## config.mk

```make
export PLATFORM = sky130hd
export DESIGN_NAME = blk_e120aa
export DESIGN_NICKNAME = d
export VERILOG_FILES = /design/src/rtl/ntt_core_wmm_dispatch_rotate_last_stage_wr_pcg_gen_pkg.sv /design/src/rtl/ntt_core_wmm_rotate_xbar.sv /design/src/rtl/blk_e120aa.sv
export SDC_FILE = /design/constraint.sdc
export NUM_CORES = 2
export LEC_CHECK = 0
export BUFFER_PORTS_ARGS = -buffer_cell sky130_fd_sc_hd__buf_2
export CAP_MARGIN = 30
export CORE_AREA = 2 2 409 411
export CTS_CLUSTER_DIAMETER = 40
export DETAILED_ROUTE_END_ITERATION = 16
export DIE_AREA = 0 0 411 413
export PLACE_DENSITY = 0.5
export REMOVE_ABC_BUFFERS = 1
export SYNTH_ARGS = -nofsm -noshare
export SYNTH_HDL_FRONTEND = slang
export SYNTH_SLANG_ARGS = --single-unit
```

## constraint.sdc

```tcl
create_clock -name clk -period 5.7 [get_ports clk]
set_input_delay 0.855 -clock clk [delete_from_list [all_inputs] [get_ports clk]]
set_output_delay 0.855 -clock clk [all_outputs]
set_load 0.005 [all_outputs]
```

## src/rtl/ntt_core_wmm_dispatch_rotate_last_stage_wr_pcg_gen_pkg.sv

```systemverilog
// Shared types and helpers for the last-stage write dispatcher of the PCG NTT core.
package ntt_core_wmm_dispatch_rotate_last_stage_wr_pcg_gen_pkg;

  localparam int LAT_MAX  = 2;
  localparam int OP_W_DEF = 32;

  typedef logic [OP_W_DEF-1:0] data_t;

  // Beat qualifiers that travel alongside the data through every stage.
  typedef struct packed {
    logic avail;
    logic sob;
    logic eob;
    logic err;
  } beat_flags_t;

  function automatic int get_latency(logic [1:0] lat_pipe_mh);
    return int'(lat_pipe_mh[0]) + int'(lat_pipe_mh[1]);
  endfunction

endpackage

```

## src/rtl/ntt_core_wmm_rotate_xbar.sv

```systemverilog
// Combinational N-way barrel rotator; bwd=0 reads lane i+amt, bwd=1 reads lane i-amt.
module ntt_core_wmm_rotate_xbar #(
  parameter int N = 16,
  parameter int W = 32
) (
  input  logic [N*W-1:0]         in_data,
  input  logic                   bwd,
  input  logic [$clog2(N)-1:0]   amt,
  output logic [N*W-1:0]         out_data
);

  localparam int LOG_N = $clog2(N);

  // Index arithmetic stays LOG_N bits wide so the wrap is modulo N for free.
  function automatic logic [LOG_N-1:0] src_idx(int i, logic dir, logic [LOG_N-1:0] a);
    logic [LOG_N-1:0] base;
    base = LOG_N'(i);
    return dir ? base - a : base + a;
  endfunction

  always_comb begin
    out_data = '0;
    for (int i = 0; i < N; i++) begin
      out_data[i*W +: W] = in_data[src_idx(i, bwd, amt)*W +: W];
    end
  end

endmodule

```

## src/rtl/blk_e120aa.sv

```systemverilog
// Last-stage write dispatcher: position tracking, per-beat rotation, write address
// and protocol-error pulses, with 0..2 optional register stages.
module blk_e120aa
  import ntt_core_wmm_dispatch_rotate_last_stage_wr_pcg_gen_pkg::*;
#(
  parameter int               OP_W        = $bits(data_t),
  parameter int               R           = 2,
  parameter int               PSI         = 8,
  parameter int               ROT_STEP    = 1,
  parameter int               ADD_W       = 8,
  parameter logic [LAT_MAX-1:0] LAT_PIPE_MH = 2'b11
) (
  input  logic                  clk,
  input  logic                  s_rst,
  input  logic [PSI*R*OP_W-1:0] in_data,
  input  logic                  in_avail,
  input  logic                  in_sob,
  input  logic                  in_eob,
  input  logic                  in_ntt_bwd,
  output logic [PSI*R*OP_W-1:0] out_data,
  output logic [ADD_W-1:0]      out_add,
  output logic                  out_avail,
  output logic                  out_sob,
  output logic                  out_eob,
  output logic                  out_error
);

  localparam int N     = R * PSI;
  localparam int LOG_N = $clog2(N);
  localparam int DW    = N * OP_W;
  localparam int PW    = ADD_W + $clog2(ROT_STEP) + 1;
  localparam int RW    = (PW > LOG_N) ? PW : LOG_N;

  logic [ADD_W-1:0] cnt_q, cnt_d, s0_cnt;
  logic             bo_q, bo_d;
  logic             wrap_q, wrap_d;
  logic             s0_err;
  logic [RW-1:0]    rot_full;
  logic [LOG_N-1:0] s0_rot;
  beat_flags_t      s0_flags;

  // cnt_q holds the position the next in-batch beat will use; wrap_q marks that
  // it rolled over from all-ones while the batch stayed open.
  always_comb begin
    s0_cnt = '0;
    s0_err = 1'b0;
    cnt_d  = cnt_q;
    bo_d   = bo_q;
    wrap_d = wrap_q;
    if (in_avail) begin
      if (in_sob) begin
        s0_err = bo_q;
      end else if (!bo_q) begin
        s0_err = 1'b1;
      end else begin
        s0_cnt = cnt_q;
        s0_err = wrap_q;
      end
      if (in_eob) begin
        cnt_d  = '0;
        bo_d   = 1'b0;
        wrap_d = 1'b0;
      end else begin
        cnt_d  = s0_cnt + 1'b1;
        bo_d   = in_sob | bo_q;
        wrap_d = &s0_cnt;
      end
    end
  end

  always_ff @(posedge clk) begin
    if (s_rst) begin
      cnt_q  <= '0;
      bo_q   <= 1'b0;
      wrap_q <= 1'b0;
    end else begin
      cnt_q  <= cnt_d;
      bo_q   <= bo_d;
      wrap_q <= wrap_d;
    end
  end

  assign rot_full = RW'(s0_cnt) * RW'(ROT_STEP);
  assign s0_rot   = LOG_N'(rot_full);
  assign s0_flags = '{avail: in_avail, sob: in_sob, eob: in_eob, err: s0_err};

  beat_flags_t      s1_flags;
  logic             s1_bwd;
  logic [ADD_W-1:0] s1_cnt;
  logic [LOG_N-1:0] s1_rot;
  logic [DW-1:0]    s1_data;

  generate
    if (LAT_PIPE_MH[0]) begin : g_s0_s1
      beat_flags_t      flags_q;
      logic             bwd_q;
      logic [ADD_W-1:0] cnt_s1_q;
      logic [LOG_N-1:0] rot_q;
      logic [DW-1:0]    data_q;
      always_ff @(posedge clk) begin
        if (s_rst) begin
          flags_q  <= '0;
          bwd_q    <= 1'b0;
          cnt_s1_q <= '0;
          rot_q    <= '0;
          data_q   <= '0;
        end else begin
          flags_q  <= s0_flags;
          bwd_q    <= in_ntt_bwd;
          cnt_s1_q <= s0_cnt;
          rot_q    <= s0_rot;
          data_q   <= in_data;
        end
      end
      assign s1_flags = flags_q;
      assign s1_bwd   = bwd_q;
      assign s1_cnt   = cnt_s1_q;
      assign s1_rot   = rot_q;
      assign s1_data  = data_q;
    end else begin : g_s0_s1_bypass
      assign s1_flags = s0_flags;
      assign s1_bwd   = in_ntt_bwd;
      assign s1_cnt   = s0_cnt;
      assign s1_rot   = s0_rot;
      assign s1_data  = in_data;
    end
  endgenerate

  logic [DW-1:0] s1_rot_data;

  ntt_core_wmm_rotate_xbar #(
    .N (N),
    .W (OP_W)
  ) u_xbar (
    .in_data  (s1_data),
    .bwd      (s1_bwd),
    .amt      (s1_rot),
    .out_data (s1_rot_data)
  );

  beat_flags_t s2_flags;

  generate
    if (LAT_PIPE_MH[1]) begin : g_s1_s2
      beat_flags_t      flags_q;
      logic [ADD_W-1:0] add_q;
      logic [DW-1:0]    data_q;
      always_ff @(posedge clk) begin
        if (s_rst) begin
          flags_q <= '0;
          add_q   <= '0;
          data_q  <= '0;
        end else begin
          flags_q <= s1_flags;
          add_q   <= s1_cnt;
          data_q  <= s1_rot_data;
        end
      end
      assign s2_flags = flags_q;
      assign out_add  = add_q;
      assign out_data = data_q;
    end else begin : g_s1_s2_bypass
      assign s2_flags = s1_flags;
      assign out_add  = s1_cnt;
      assign out_data = s1_rot_data;
    end
  endgenerate

  assign out_avail = s2_flags.avail;
  assign out_sob   = s2_flags.sob;
  assign out_eob   = s2_flags.eob;
  assign out_error = s2_flags.err;

endmodule

```

==> impl_results.md <==
* Initial antenna violation count at 26
* Critical path's largest stage delay at 0.69 ns
* Post-CTS Setup Bufs at 0
* Maximum operating frequency at 279.0 MHz
* Routed via count at 40150
* Critical-path maximum fanout at 45
* Number of buffers added by the clock tree synthesis step at 175
* Worst vdd rail ir drop at 0.3170 mV
* Global placement routability congestion at 0.8670
* Drt via density at 5.065
* Total count of hold-check failures in the final report at 0
* Fraction of final layout cells with drive strength greater than 1 at 27.47%
* Clock transition time at the flip-flop clock pins of the worst setup and hold paths at 0.06 ns
* Start point of the worst min-delay path: in_data[455]
* Post-detailed-route wirelength per cell at 25.71 µm
* Areal power density over the cells at 343.9 nW/µm²
* Number of port buffers at 1041
* Critical path endpoint category: register
* WP data required at 6.40 ns
* Sum of negative setup slack at 0 ns
* Yosys warns at 0
* Count of maximum capacitance violations at 0
* Worst reg2reg setup slack at 2.12 ns
* Share of synthesized flip-flops with an asynchronous set or reset at 0%
* Minimum clock period at 3.584 ns
* Ratio of final minimum period to clock period at 62.88%
* Cell chosen for the clock root: clkbuf_16
* Number of levels the H-tree was split into at 4
* Leading register cell type out of synthesis: dfxtp_1
* Share of synthesized area occupied by flip-flops and latches at 44.50%
* Result of the run: completed
* Area of the placeable core at 165900 µm²
* IO Pins at 1042
* NumNets Final at 6092
* Top library cells by usage in the layout, fill and taps aside: 1156 x mux2i_1, 1058 x dfxtp_1, 1040 x buf_2
* CTS tree: yes
* Cts hold-fix bufs at 0
* Setup-violating endpoint count in the final report at 0
* Worst slew margin at 13.10%
* TritonRoute pass-1 iters at 7
* Synth unique cells at 45
* First-pass GRT wire length at 277.5 mm
* Clock Skew at 0.03074 ns
* Capture instance of the worst register-to-register path: out_data[445]
* Count of mapped cells out of synthesis at 4684
* Instance count along the most critical hold path at 2
* Final number of max-transition violations at 0
* Clock Tree Buf Depth at 3
* First-iteration detailed-routing DRC count at 2511
* Register bit total from synthesis at 1059
* Slew at the pin closest to its max-slew limit at 1.304 ns
* Hold Path Sink: g_s0_s1.data_q[455]
* Post-route DRC violation count at 0
* Skew-Pair Late Insertion Delay at 0.81 ns
* Antenna viol nets, final at 0
* Number of enable flip-flop cells after synthesis at 0
* Netlist area before placement at 47640 µm²
* Arrival time of data at the critical path endpoint at 4.28 ns
* Number of gates given a new drive strength after cts at 0
* Post-detailed-routing wire length at 203.8 mm
* Synthesized area divided by synthesized cell count at 10.17 µm²
* Class of the most critical hold timing path: input pin to register
* Startpoint of the lowest-slack register-to-register path: g_s0_s1.cnt_s1_q[2]
* Effective utilization at floorplan at 28.71%
* CP Class: register to register
* Die footprint at 169700 µm²
* Critical Path Source Type: register
* Leak pwr at 29.17 nW
* Pin count of the biggest net entering global routing at 160
* Die Ht at 413 µm
* Horiz. Die Dim at 411 µm
* Most common cell after layout, fill and taps aside: mux2i_1
* Area growth from synthesis to layout at 27.93%
* Remaining global-route overflow at 0
* Series of cell instances along the critical path: inv_1 -> ha_1 -> o32a_2 -> buf_16 -> buf_12 -> nor2_1 -> a211o_1 -> o22ai_1
* Number of cell instances on the worst register-to-register path at 8
* Power, Total at 20.96 mW
* HPWL after DPL at 148.8 mm
* Unrepaired setup endpoints after global routing: false
* Number of placement rows at 150
* Via count of the first global-routing pass at 38850
* Gr usage total at 22.82%
* Highest-delay cell along the critical path: dfxtp_1
* Clock sink count at 1059
## worst max path at each step
| stage | start | endpoint | slack (ns) | cells after the start |
|---|---|---|---|---|
| after floorplan | g_s0_s1.cnt_s1_q[0] | out_data[479] | -32.04 | 6 |
| after global placement | g_s0_s1.cnt_s1_q[2] | out_data[428] | 2.00 | 7 |
| after detailed placement | g_s0_s1.cnt_s1_q[1] | out_data[388] | 2.18 | 7 |
| after CTS | g_s0_s1.cnt_s1_q[1] | out_data[388] | 2.16 | 7 |
| after global routing | g_s0_s1.cnt_s1_q[2] | out_data[445] | 1.97 | 8 |
| final | g_s0_s1.cnt_s1_q[2] | out_data[445] | 2.12 | 8 |
## layer usage
| metal | share of wire (%) | track usage [%] |
|---|---|---|
| met5 | 0.023 | 0 |
| met4 | 4.1 | 9.619 |
| met3 | 5.8 | 4.031 |
| met2 | 45 | 36.88 |
| met1 | 45 | 29.86 |
## registers in the layout, summed over array words and instances, names as in the netlist
name	cells
out_data	512
wrap_q	1
g_s0_s1.flags_q	4
out_sob	1
out_error	1
out_eob	1
g_s0_s1.bwd_q	1
bo_q	1
out_add	8
cnt_q	8
g_s0_s1.cnt_s1_q	8
g_s0_s1.data_q	512
out_avail	1
## power breakdown
| group | total [mW] | switching, mW | internal [mW] |
|---|---|---|---|
| Sequential | 8.03 | 0.242 | 7.79 |
| Combinational | 1.74 | 1.01 | 0.726 |
| Clock | 11.2 | 3.98 | 7.21 |
| Total | 21.0 | 5.23 | 15.7 |
## critical path: cells and delay by family (launching register included)
| kind | cells | cell delay, ns |
|---|---|---|
| compound gates | 3 | 1.12 |
| buf+inv | 3 | 0.84 |
| flops | 1 | 0.69 |
| fa+ha+maj | 1 | 0.63 |
| simple gates | 1 | 0.08 |
## cells by family after synthesis
| family | count (synthesis) | share of synthesized area [%] |
|---|---|---|
| multiplexers | 1288 | 27.43 |
| buffers and inverters | 536 | 5.395 |
| XOR/XNOR | 13 | 0.2784 |
| AND/OR/NAND/NOR | 857 | 9.705 |
| AO/OA/AOI/OAI | 922 | 12.46 |
| flip-flops | 1059 | 44.50 |
| adder cells (fa/ha/maj) | 9 | 0.2364 |
## synth_stat cells, types with 23 or more instances
master    number  area share [%]
mux2i_1     1159              24
dfxtp_1     1059              45
o22ai_1      638             8.4
nor2b_1      528             6.9
nor2_1       275             2.2
buf_2        163             1.7
clkbuf_1     150             1.2
a21oi_1      137             1.4
inv_1        137             1.1
mux2_2       128             3.0
a211o_1      126             2.3
buf_4         48            0.76
buf_6         23            0.54
## layout make-up
type                       instances  area, µm²
antenna                           11      27.53
clock buffer                     218       4890
clock inverter                   105       1345
fill                           16700     105000
inverter                         138      518.0
multi-input combinational       3089      24100
sequential                      1059      21200
tap                             2204       2758
timing repair buffer            1102       6103
## per-stage QoR
| stage | worst slack [ns] | hold slack, ns | utilization (%) | instance area [µm²] | std cells |
|---|---|---|---|---|---|
| final | 2.116 | 0.2546 | 36.73 | 60940 | 7926 |
| after global routing | 1.969 | 0.1882 | 36.72 | 60920 | 7918 |
| after CTS | 2.163 | 0.1824 | 36.70 | 60890 | 7914 |
| after detailed placement | 2.184 | 0.4240 | 32.94 | 54650 | 7591 |
| after global placement | 1.999 | 0.4307 | 32.86 | 54520 | 7586 |
| after floorplan | -32.04 | 0.4138 | - | 45590 | 4286 |
(Power assumes the default switching activity.)
